**src/rtl/mem_port_arbiter.sv**
```systemverilog
// Arbiter sharing one single-ported, variable-latency memory between the fetch port and the load/store port.
// One transaction at a time; alternates on contention and returns read data or a timeout error.
module mem_port_arbiter #(
    parameter int ADDR_W  = 32,
    parameter int DATA_W  = 32,
    parameter int TIMEOUT = 16
) (
    input  logic                clk,
    input  logic                rst,

    input  logic                i_req,
    input  logic [ADDR_W-1:0]   i_addr,
    output logic                i_gnt,
    output logic                i_rvalid,
    output logic [DATA_W-1:0]   i_rdata,
    output logic                i_err,

    input  logic                d_req,
    input  logic                d_we,
    input  logic [ADDR_W-1:0]   d_addr,
    input  logic [DATA_W-1:0]   d_wdata,
    input  logic [DATA_W/8-1:0] d_be,
    output logic                d_gnt,
    output logic                d_rvalid,
    output logic [DATA_W-1:0]   d_rdata,
    output logic                d_err,

    output logic                m_req,
    output logic                m_we,
    output logic [ADDR_W-1:0]   m_addr,
    output logic [DATA_W-1:0]   m_wdata,
    output logic [DATA_W/8-1:0] m_be,
    input  logic                m_ready,
    input  logic [DATA_W-1:0]   m_rdata
);

    localparam int CNT_W = (TIMEOUT > 0) ? $clog2(TIMEOUT + 1) : 1;

    typedef enum logic [1:0] {
        IDLE   = 2'd0,
        BUSY_I = 2'd1,
        BUSY_D = 2'd2
    } state_t;

    state_t             state;
    state_t             state_next;
    logic               prio_d;
    logic               prio_d_next;
    logic [CNT_W-1:0]   tmo_cnt;

    logic               busy;
    logic               grant_i;
    logic               grant_d;
    logic               done_ok;
    logic               timed_out;
    logic               finish;
    logic [DATA_W-1:0]  resp_data;

    // prio_d names the side that wins when both requesters contend in IDLE
    assign busy      = (state != IDLE);
    assign grant_i   = (state == IDLE) && i_req && (!d_req || !prio_d);
    assign grant_d   = (state == IDLE) && d_req && (!i_req || prio_d);
    assign done_ok   = busy && m_ready;
    assign timed_out = busy && !m_ready && (TIMEOUT != 0) &&
                       (tmo_cnt == CNT_W'(TIMEOUT - 1));
    assign finish    = done_ok || timed_out;
    assign resp_data = (done_ok && !m_we) ? m_rdata : '0;

    assign i_gnt = grant_i;
    assign d_gnt = grant_d;
    assign m_req = busy;

    always_ff @(posedge clk or posedge rst) begin
        if (rst) begin
            state  <= IDLE;
            prio_d <= 1'b1;
        end else begin
            state  <= state_next;
            prio_d <= prio_d_next;
        end
    end

    always_comb begin
        state_next  = state;
        prio_d_next = prio_d;
        case (state)
            IDLE: begin
                if (grant_d) begin
                    state_next = BUSY_D;
                end else if (grant_i) begin
                    state_next = BUSY_I;
                end
            end
            BUSY_I: begin
                if (finish) begin
                    state_next  = IDLE;
                    prio_d_next = 1'b1;
                end
            end
            BUSY_D: begin
                if (finish) begin
                    state_next  = IDLE;
                    prio_d_next = 1'b0;
                end
            end
            default: state_next = IDLE;
        endcase
    end

    // Fetches are always plain reads, so the write-side fields are zeroed
    always_ff @(posedge clk or posedge rst) begin
        if (rst) begin
            m_we    <= 1'b0;
            m_addr  <= '0;
            m_wdata <= '0;
            m_be    <= '0;
        end else if (grant_d) begin
            m_we    <= d_we;
            m_addr  <= d_addr;
            m_wdata <= d_wdata;
            m_be    <= d_be;
        end else if (grant_i) begin
            m_we    <= 1'b0;
            m_addr  <= i_addr;
            m_wdata <= '0;
            m_be    <= '0;
        end
    end

    always_ff @(posedge clk or posedge rst) begin
        if (rst) begin
            tmo_cnt <= '0;
        end else if (grant_i || grant_d) begin
            tmo_cnt <= '0;
        end else if (busy && !m_ready && (TIMEOUT != 0)) begin
            tmo_cnt <= tmo_cnt + CNT_W'(1);
        end
    end

    always_ff @(posedge clk or posedge rst) begin
        if (rst) begin
            i_rvalid <= 1'b0;
            i_err    <= 1'b0;
            i_rdata  <= '0;
        end else begin
            i_rvalid <= finish && (state == BUSY_I);
            i_err    <= timed_out && (state == BUSY_I);
            if (finish && (state == BUSY_I)) begin
                i_rdata <= resp_data;
            end
        end
    end

    always_ff @(posedge clk or posedge rst) begin
        if (rst) begin
            d_rvalid <= 1'b0;
            d_err    <= 1'b0;
            d_rdata  <= '0;
        end else begin
            d_rvalid <= finish && (state == BUSY_D);
            d_err    <= timed_out && (state == BUSY_D);
            if (finish && (state == BUSY_D)) begin
                d_rdata <= resp_data;
            end
        end
    end

endmodule

```
**config.mk**
```make
export PLATFORM = sky130hd
export DESIGN_NAME = mem_port_arbiter
export DESIGN_NICKNAME = d
export VERILOG_FILES = /design/src/rtl/mem_port_arbiter.sv
export SDC_FILE = /design/constraint.sdc
export NUM_CORES = 1
export LEC_CHECK = 0
export CAP_MARGIN = 5
export CORE_ASPECT_RATIO = 2
export CORE_MARGIN = 5
export CORE_UTILIZATION = 46
export DETAILED_ROUTE_END_ITERATION = 12
export HOLD_SLACK_MARGIN = 0.12
export PLACE_DENSITY = 0.88
export SYNTH_ARGS = -nofsm -noshare
export SYNTH_HDL_FRONTEND = slang
export SYNTH_SLANG_ARGS = --single-unit
```
**constraint.sdc**
```tcl
create_clock -name clk -period 15.54 [get_ports clk]
set_input_delay 3.108 -clock clk [delete_from_list [all_inputs] [get_ports clk]]
set_output_delay 3.108 -clock clk [all_outputs]
set_load 0.01 [all_outputs]
```
==> impl_metrics.ini, run 1 <==
[sta]
setup_viol = 0
final.setup_skew_ns = 0.008672
finalSetupTns_ns = 0
final_min_period_over_clock_period_pct = 57.48
fmax_mhz = 111.9
final_critical_path_setup_slack_ns = 6.607
rsz0062_at_grt = false
worstMarginPinSlew_ns = 1.275
timing.final.hold_violations = 0
final_period_minus_worst_setup_slack_ns = 8.933
timing.max_slew.rel_slack_pct = 14.71
fin_hold_ws_ns = 0.5028
slew_viol_final = 0

[grt]
grt.total_usage_pct = 23.67
largest_net_degree_at_the_start_of_global_routing = 93
initial_antenna_violation_count = 0
grt_pass1_vias = 5772
grt_pass1_wl_mm = 30.31
final_global_route_overflow_total = 0

[clock_network]
clk_transition_reported_paths_ns = 0.06
postCtsSetupBuffers = 0
ctsHtreeMaxLevel = 4
ctsResizeCount = 0
postCtsHoldBufs = 0
clockRootBuffer = clkbuf_16
clkLatencyLatePin_ns = 0.41
clock_sink_count = 145
ctsLongestPathBuffers = 2
cts_tree = built
cts_buffers = 17

[worst_setup_path]
crit_path_start_kind = input pin
most_common_cell_on_crit_path = clkdlybuf4s50_1
reg2reg_setup_slack_ns = 13.07
critical_path_arrival_ns = 5.82
crit_fanout = 39
r2r_cells = 6
cp_slowest_stage_delay_ns = 1.32
worst_path_max_delay_cell = clkdlybuf4s50_1
cp.required_ns = 12.43
critPathTopFamily = buffers and inverters
cp-end-kind = primary output
buffers_plus_inverters_on_the_worst_setup_path = 3
worst-setup-path-type = input pin to primary output
crit_chain = clkdlybuf4s50_1 -> nand2_1 -> nor2_2 -> buf_4 -> clkdlybuf4s50_1
crit_cells = 5

[routing]
starting_drt_drc_count = 199
total_number_of_vias = 5202
routedWlPerCell_um = 21.00
route.final.wire_length_mm = 19.45
drt.antenna.violating_nets = 0
drc_errors = 0
vias_per_cell = 5.618
firstDrtPassIters = 4

[die]
die_area_sq_mm = 0.01632
design.portCount = 278
coreArea_sq_mm = 0.01351
initial_utilization_pct = 46.76
fp.dieH_um = 175.7
die_x_um = 92.88
num_rows = 60

[cells_and_area]
layout-area-overhead-vs-synth_pct = 54.20
instances_no_fill = 926
antennaDiodeCount = 0
ff_latch_area_sq_mm = 0.003630
multi_input_comb_area_sq_mm = 0.002431
nNetsFinal = 902
mostFrequentLayoutCells = clkdlybuf4s50_1, dfrtp_1, a22o_1
layout.filler_cells = 923
final_common_cell = clkdlybuf4s50_1
final_layout_size_suffix_gt1_share_pct = 14.14

[placement]
place_inst = 894
detailedPlacementHpwl_mm = 14.00
worst_setup_slack_after_placement_ns = 6.653
place_congestion = 0.8103
io_buffer_count = 277

[synth]
synth_area_per_cell_sq_um = 12.56
synthesis.area_sq_mm = 0.006319
yosys-top-cells-area = dfrtp_1, mux2_4, mux2_2
synth_top_area_share_pct = 57.03
synth_edf_count = 0
synth.ff_latch_count = 145
part_of_the_yosys_area_used_for_sequential_elements_pct = 57.45
synth-async-reset-ratio_pct = 100.0
synth_net_count = 647
synth_ff_type = dfrtp_1
synthCells = 503
synth_warnings = 0
yosys.area.top_type = dfrtp_1
synthDistinctLibCells = 37

[power_and_ir_drop]
p_leak_nw = 4.198
irDropWorstVdd_v = 0.00009476
totalPowerFinal_mw = 1.841
powerDensity_mw_per_mm2 = 188.9

[job]
cap_violations = 0

[outcome]
status = completed

[hold_path]
worstHoldPathCells = 1
hold_path_class = flip-flop to flip-flop
-- final timing paths --
kind,from,endpoint
worst max-delay path,d_req,d_gnt
worst min-delay path,d_rdata[24]$_DFFE_PP0P_,d_rdata[24]$_DFFE_PP0P_
worst max register to register,state[0]$_DFFE_PP0P_,m_addr[13]$_DFFE_PP0N_
worst min register to register,d_rdata[24]$_DFFE_PP0P_,d_rdata[24]$_DFFE_PP0P_
max in group asynchronous,rst,m_addr[7]$_DFFE_PP0N_
min in group asynchronous,rst,i_rdata[29]$_DFFE_PP0P_
-- Yosys cell counts (2+ instances only) --
| cell | count |
|---|---|
| inv_1 | 8 |
| a211oi_1 | 2 |
| mux2_2 | 32 |
| dfrtp_1 | 144 |
| a22o_1 | 37 |
| nor2_1 | 37 |
| and2_1 | 32 |
| o2111ai_1 | 32 |
| a21oi_1 | 2 |
| clkbuf_1 | 27 |
| and3_1 | 4 |
| o21ai_0 | 35 |
| mux2_1 | 4 |
| a31oi_1 | 32 |
| nand2_1 | 2 |
| o21a_1 | 2 |
| buf_2 | 14 |
| mux2_4 | 28 |
| buf_6 | 4 |
| xnor2_1 | 2 |
| buf_4 | 2 |
| ha_1 | 6 |
-- worst reg2reg max path, cell delays in order, from the launching register on --
cell and delay [ns]:
dfrtp_1 0.38, inv_1 0.13, ha_1 0.17, buf_4 0.35
o21a_2 1.02, nor2_1 0.12, a31oi_1 0.22
-- cell type report --
class / instances / area share (%)
Clock buffer: 19 / 4.649
Clock inverter: 13 / 1.798
Inverter: 8 / 0.3596
Multi-Input combinational cell: 302 / 24.95
Sequential cell: 145 / 37.25
Tap cell: 155 / 1.990
Timing Repair Buffer: 284 / 29.00
-- metrics by stage --
stage,util [%],cell area [sq um]
floorplan,-,6319
global placement,67.45,9115
CTS,72.10,9743
finish,72.10,9743
detailed placement,67.45,9115
global route,72.10,9743
-- cell families (layout without fill, tap and decap cells) --
group	after synthesis	after routing	share of synthesized area [%]
compound gates	146	146	16.81
xor+xnor	2	2	0.2773
fa+ha+maj	6	6	1.188
buf+inv	56	324	4.198
flops	145	145	57.45
mux	65	65	13.23
simple gates	83	83	6.851
-- report_power, final --
| group | total, mW | leakage, nW | switching, mW | internal [mW] |
|---|---|---|---|---|
| sequential | 0.627 | 1.87 | 0.0989 | 0.528 |
| combinational | 0.786 | 2.03 | 0.352 | 0.434 |
| clock | 0.428 | 0.300 | 0.163 | 0.265 |
| total | 1.84 | 4.20 | 0.614 | 1.23 |
-- routing by layer --
layer	up-vias	part of all wire (%)	track usage, %
li1	2357	-	-
met1	2515	34	24.55
met2	265	55	43.24
met3	65	6.3	5.186
met4	0	5.3	12.91
met5	-	0	0
-- sequential cells by signal, summed over array words and instances, names as in the netlist, 2 cells and up --
signal	cells
m_be	4
i_rdata	32
d_rdata	32
tmo_cnt	5
m_wdata	32
m_addr	32
state	2
(Power assumes the default switching activity.)
==> run 2, diff against run 1 <==
--- a/config.mk
+++ b/config.mk
@@ -8,10 +8,10 @@
 export CAP_MARGIN = 5
 export CORE_ASPECT_RATIO = 2
 export CORE_MARGIN = 5
-export CORE_UTILIZATION = 46
+export CORE_UTILIZATION = 42
 export DETAILED_ROUTE_END_ITERATION = 12
 export HOLD_SLACK_MARGIN = 0.12
-export PLACE_DENSITY = 0.88
+export PLACE_DENSITY = 0.81
 export SYNTH_ARGS = -nofsm -noshare
 export SYNTH_HDL_FRONTEND = slang
 export SYNTH_SLANG_ARGS = --single-unit
==> constraint.sdc (replaced) <==
create_clock -name clk -period 8.6 [get_ports clk]
set_input_delay 1.72 -clock clk [delete_from_list [all_inputs] [get_ports clk]]
set_output_delay 1.72 -clock clk [all_outputs]
set_load 0.01 [all_outputs]
==> run 2 against run 1 <==
Effect of this change:
- sequential power increased by 80%
- setup slack got worse by 3.8 ns
- flip-flop and latch count unchanged
- clock skew increased by 0.0069 ns
- first-iteration DRC count increased by 4.5%
- non-clock buffer count unchanged
==> impl_metrics.ini, run 2 (synthesis gave the netlist of run 1 again) <==
[routing]
drt.antenna.violating_nets = 0
total_number_of_vias = 5228
route.final.wire_length_mm = 19.22
routedWlPerCell_um = 19.90
vias_per_cell = 5.412
starting_drt_drc_count = 208
firstDrtPassIters = 7
drc_errors = 0

[clock_network]
ctsHtreeMaxLevel = 4
ctsLongestPathBuffers = 2
clockRootBuffer = clkbuf_16
postCtsHoldBufs = 0
postCtsSetupBuffers = 0
cts_tree = built
clock_sink_count = 145
clk_transition_reported_paths_ns = 0.07
ctsResizeCount = 0
cts_buffers = 17
clkLatencyLatePin_ns = 0.41

[grt]
grt_pass1_vias = 5604
final_global_route_overflow_total = 0
grt_pass1_wl_mm = 30.66
grt.total_usage_pct = 21.50
initial_antenna_violation_count = 0
largest_net_degree_at_the_start_of_global_routing = 74

[cells_and_area]
final_layout_size_suffix_gt1_share_pct = 14.14
multi_input_comb_area_sq_mm = 0.002439
final_core_utilization_pct = 65.84
ff_latch_area_sq_mm = 0.003630
instances_no_fill = 966
nNetsFinal = 902
mostFrequentLayoutCells = clkdlybuf4s50_1, dfrtp_1, a22o_1
final_common_cell = clkdlybuf4s50_1
antennaDiodeCount = 0
layout.filler_cells = 1124
layout-area-overhead-vs-synth_pct = 54.42

[sta]
timing.final.hold_violations = 0
final_period_minus_worst_setup_slack_ns = 5.828
worstMarginPinSlew_ns = 1.168
fmax_mhz = 171.6
final_min_period_over_clock_period_pct = 67.77
timing.max_slew.rel_slack_pct = 22.13
final.setup_skew_ns = 0.01560
finalSetupTns_ns = 0
rsz0062_at_grt = false
setup_viol = 0
slew_viol_final = 0

[worst_setup_path]
cp-end-kind = primary output
critical_path_arrival_ns = 4.11
worst-setup-path-type = input pin to primary output
cp.required_ns = 6.88
crit_path_start_kind = input pin
crit_fanout = 39

[power_and_ir_drop]
irDropWorstVdd_v = 0.0001964
p_leak_nw = 4.182
totalPowerFinal_mw = 3.269
powerDensity_mw_per_mm2 = 335.0

[die]
num_rows = 63
coreArea_sq_mm = 0.01482
initial_utilization_pct = 42.64
design.portCount = 278
die_area_sq_mm = 0.01775
die_x_um = 96.73
fp.dieH_um = 183.5

[placement]
place_inst = 934
io_buffer_count = 277
detailedPlacementHpwl_mm = 13.94
place_congestion = 0.8827

[hold_path]
hold_path_class = flip-flop to flip-flop

[job]
cap_violations = 0

[outcome]
status = completed
==> run 2: report_power, final <==
part	leakage [nW]	switching, mW	internal (mW)
registers	1.87	0.173	0.954
clock network	0.284	0.313	0.417
logic	2.03	0.631	0.781
total	4.18	1.12	2.15
==> run 2: critical path, cell delays in order <==
cell and delay, ns:
clkdlybuf4s50_1 0.57, nor2b_2 0.96, nor2_2 0.02, buf_4 0.29
clkdlybuf4s50_1 0.53
==> run 2: area by class of cell <==
| type | instances | share of cell area (%) |
|---|---|---|
| inverter | 8 | 0.3591 |
| sequential | 145 | 37.20 |
| tap | 195 | 2.501 |
| timing repair buffer | 284 | 28.96 |
| clock inverter | 14 | 1.488 |
| clock buffer | 18 | 4.501 |
| multi-input combinational | 302 | 24.99 |
==> run 2: worst paths after layout <==
path                                         start                       to  slack (ns)  depth (start not counted)
max reg2reg                   state[1]$_DFFE_PP0P_   m_addr[18]$_DFFE_PP0N_        6.13                          6
max in group asynchronous                      rst  m_wdata[20]$_DFFE_PP0N_        5.40                          3
min in group asynchronous                      rst   m_wdata[7]$_DFFE_PP0N_        1.79                          2
min reg2reg                m_wdata[24]$_DFFE_PP0N_  m_wdata[24]$_DFFE_PP0N_        0.50                          1
min                        m_wdata[24]$_DFFE_PP0N_  m_wdata[24]$_DFFE_PP0N_        0.50                          1
max                                          i_req                    d_gnt        2.77                          5
==> run 2: metrics by stage <==
| step | hold slack, ns | area, sq um | worst slack [ns] |
|---|---|---|---|
| after floorplan | 0.5136 | 6319 | 2.987 |
| after global placement | 0.4768 | 9173 | 2.862 |
| after detailed placement | 0.4907 | 9173 | 2.783 |
| after CTS | 0.5061 | 9757 | 2.762 |
| after global routing | 0.5141 | 9757 | 2.555 |
| final | 0.5004 | 9757 | 2.772 |
==> run 2: routing by layer <==
| metal | part of all wire [%] | wire length, um | global-route usage [%] | vias to the layer above |
|---|---|---|---|---|
| met2 | 53 | 10190 | 38.68 | 255 |
| met5 | 0 | 0 | 0 | - |
| met1 | 38 | 7214 | 24.27 | 2569 |
| met4 | 3.3 | 640 | 9.674 | 0 |
| met3 | 6.1 | 1176 | 4.671 | 40 |
| li1 | - | - | - | 2364 |
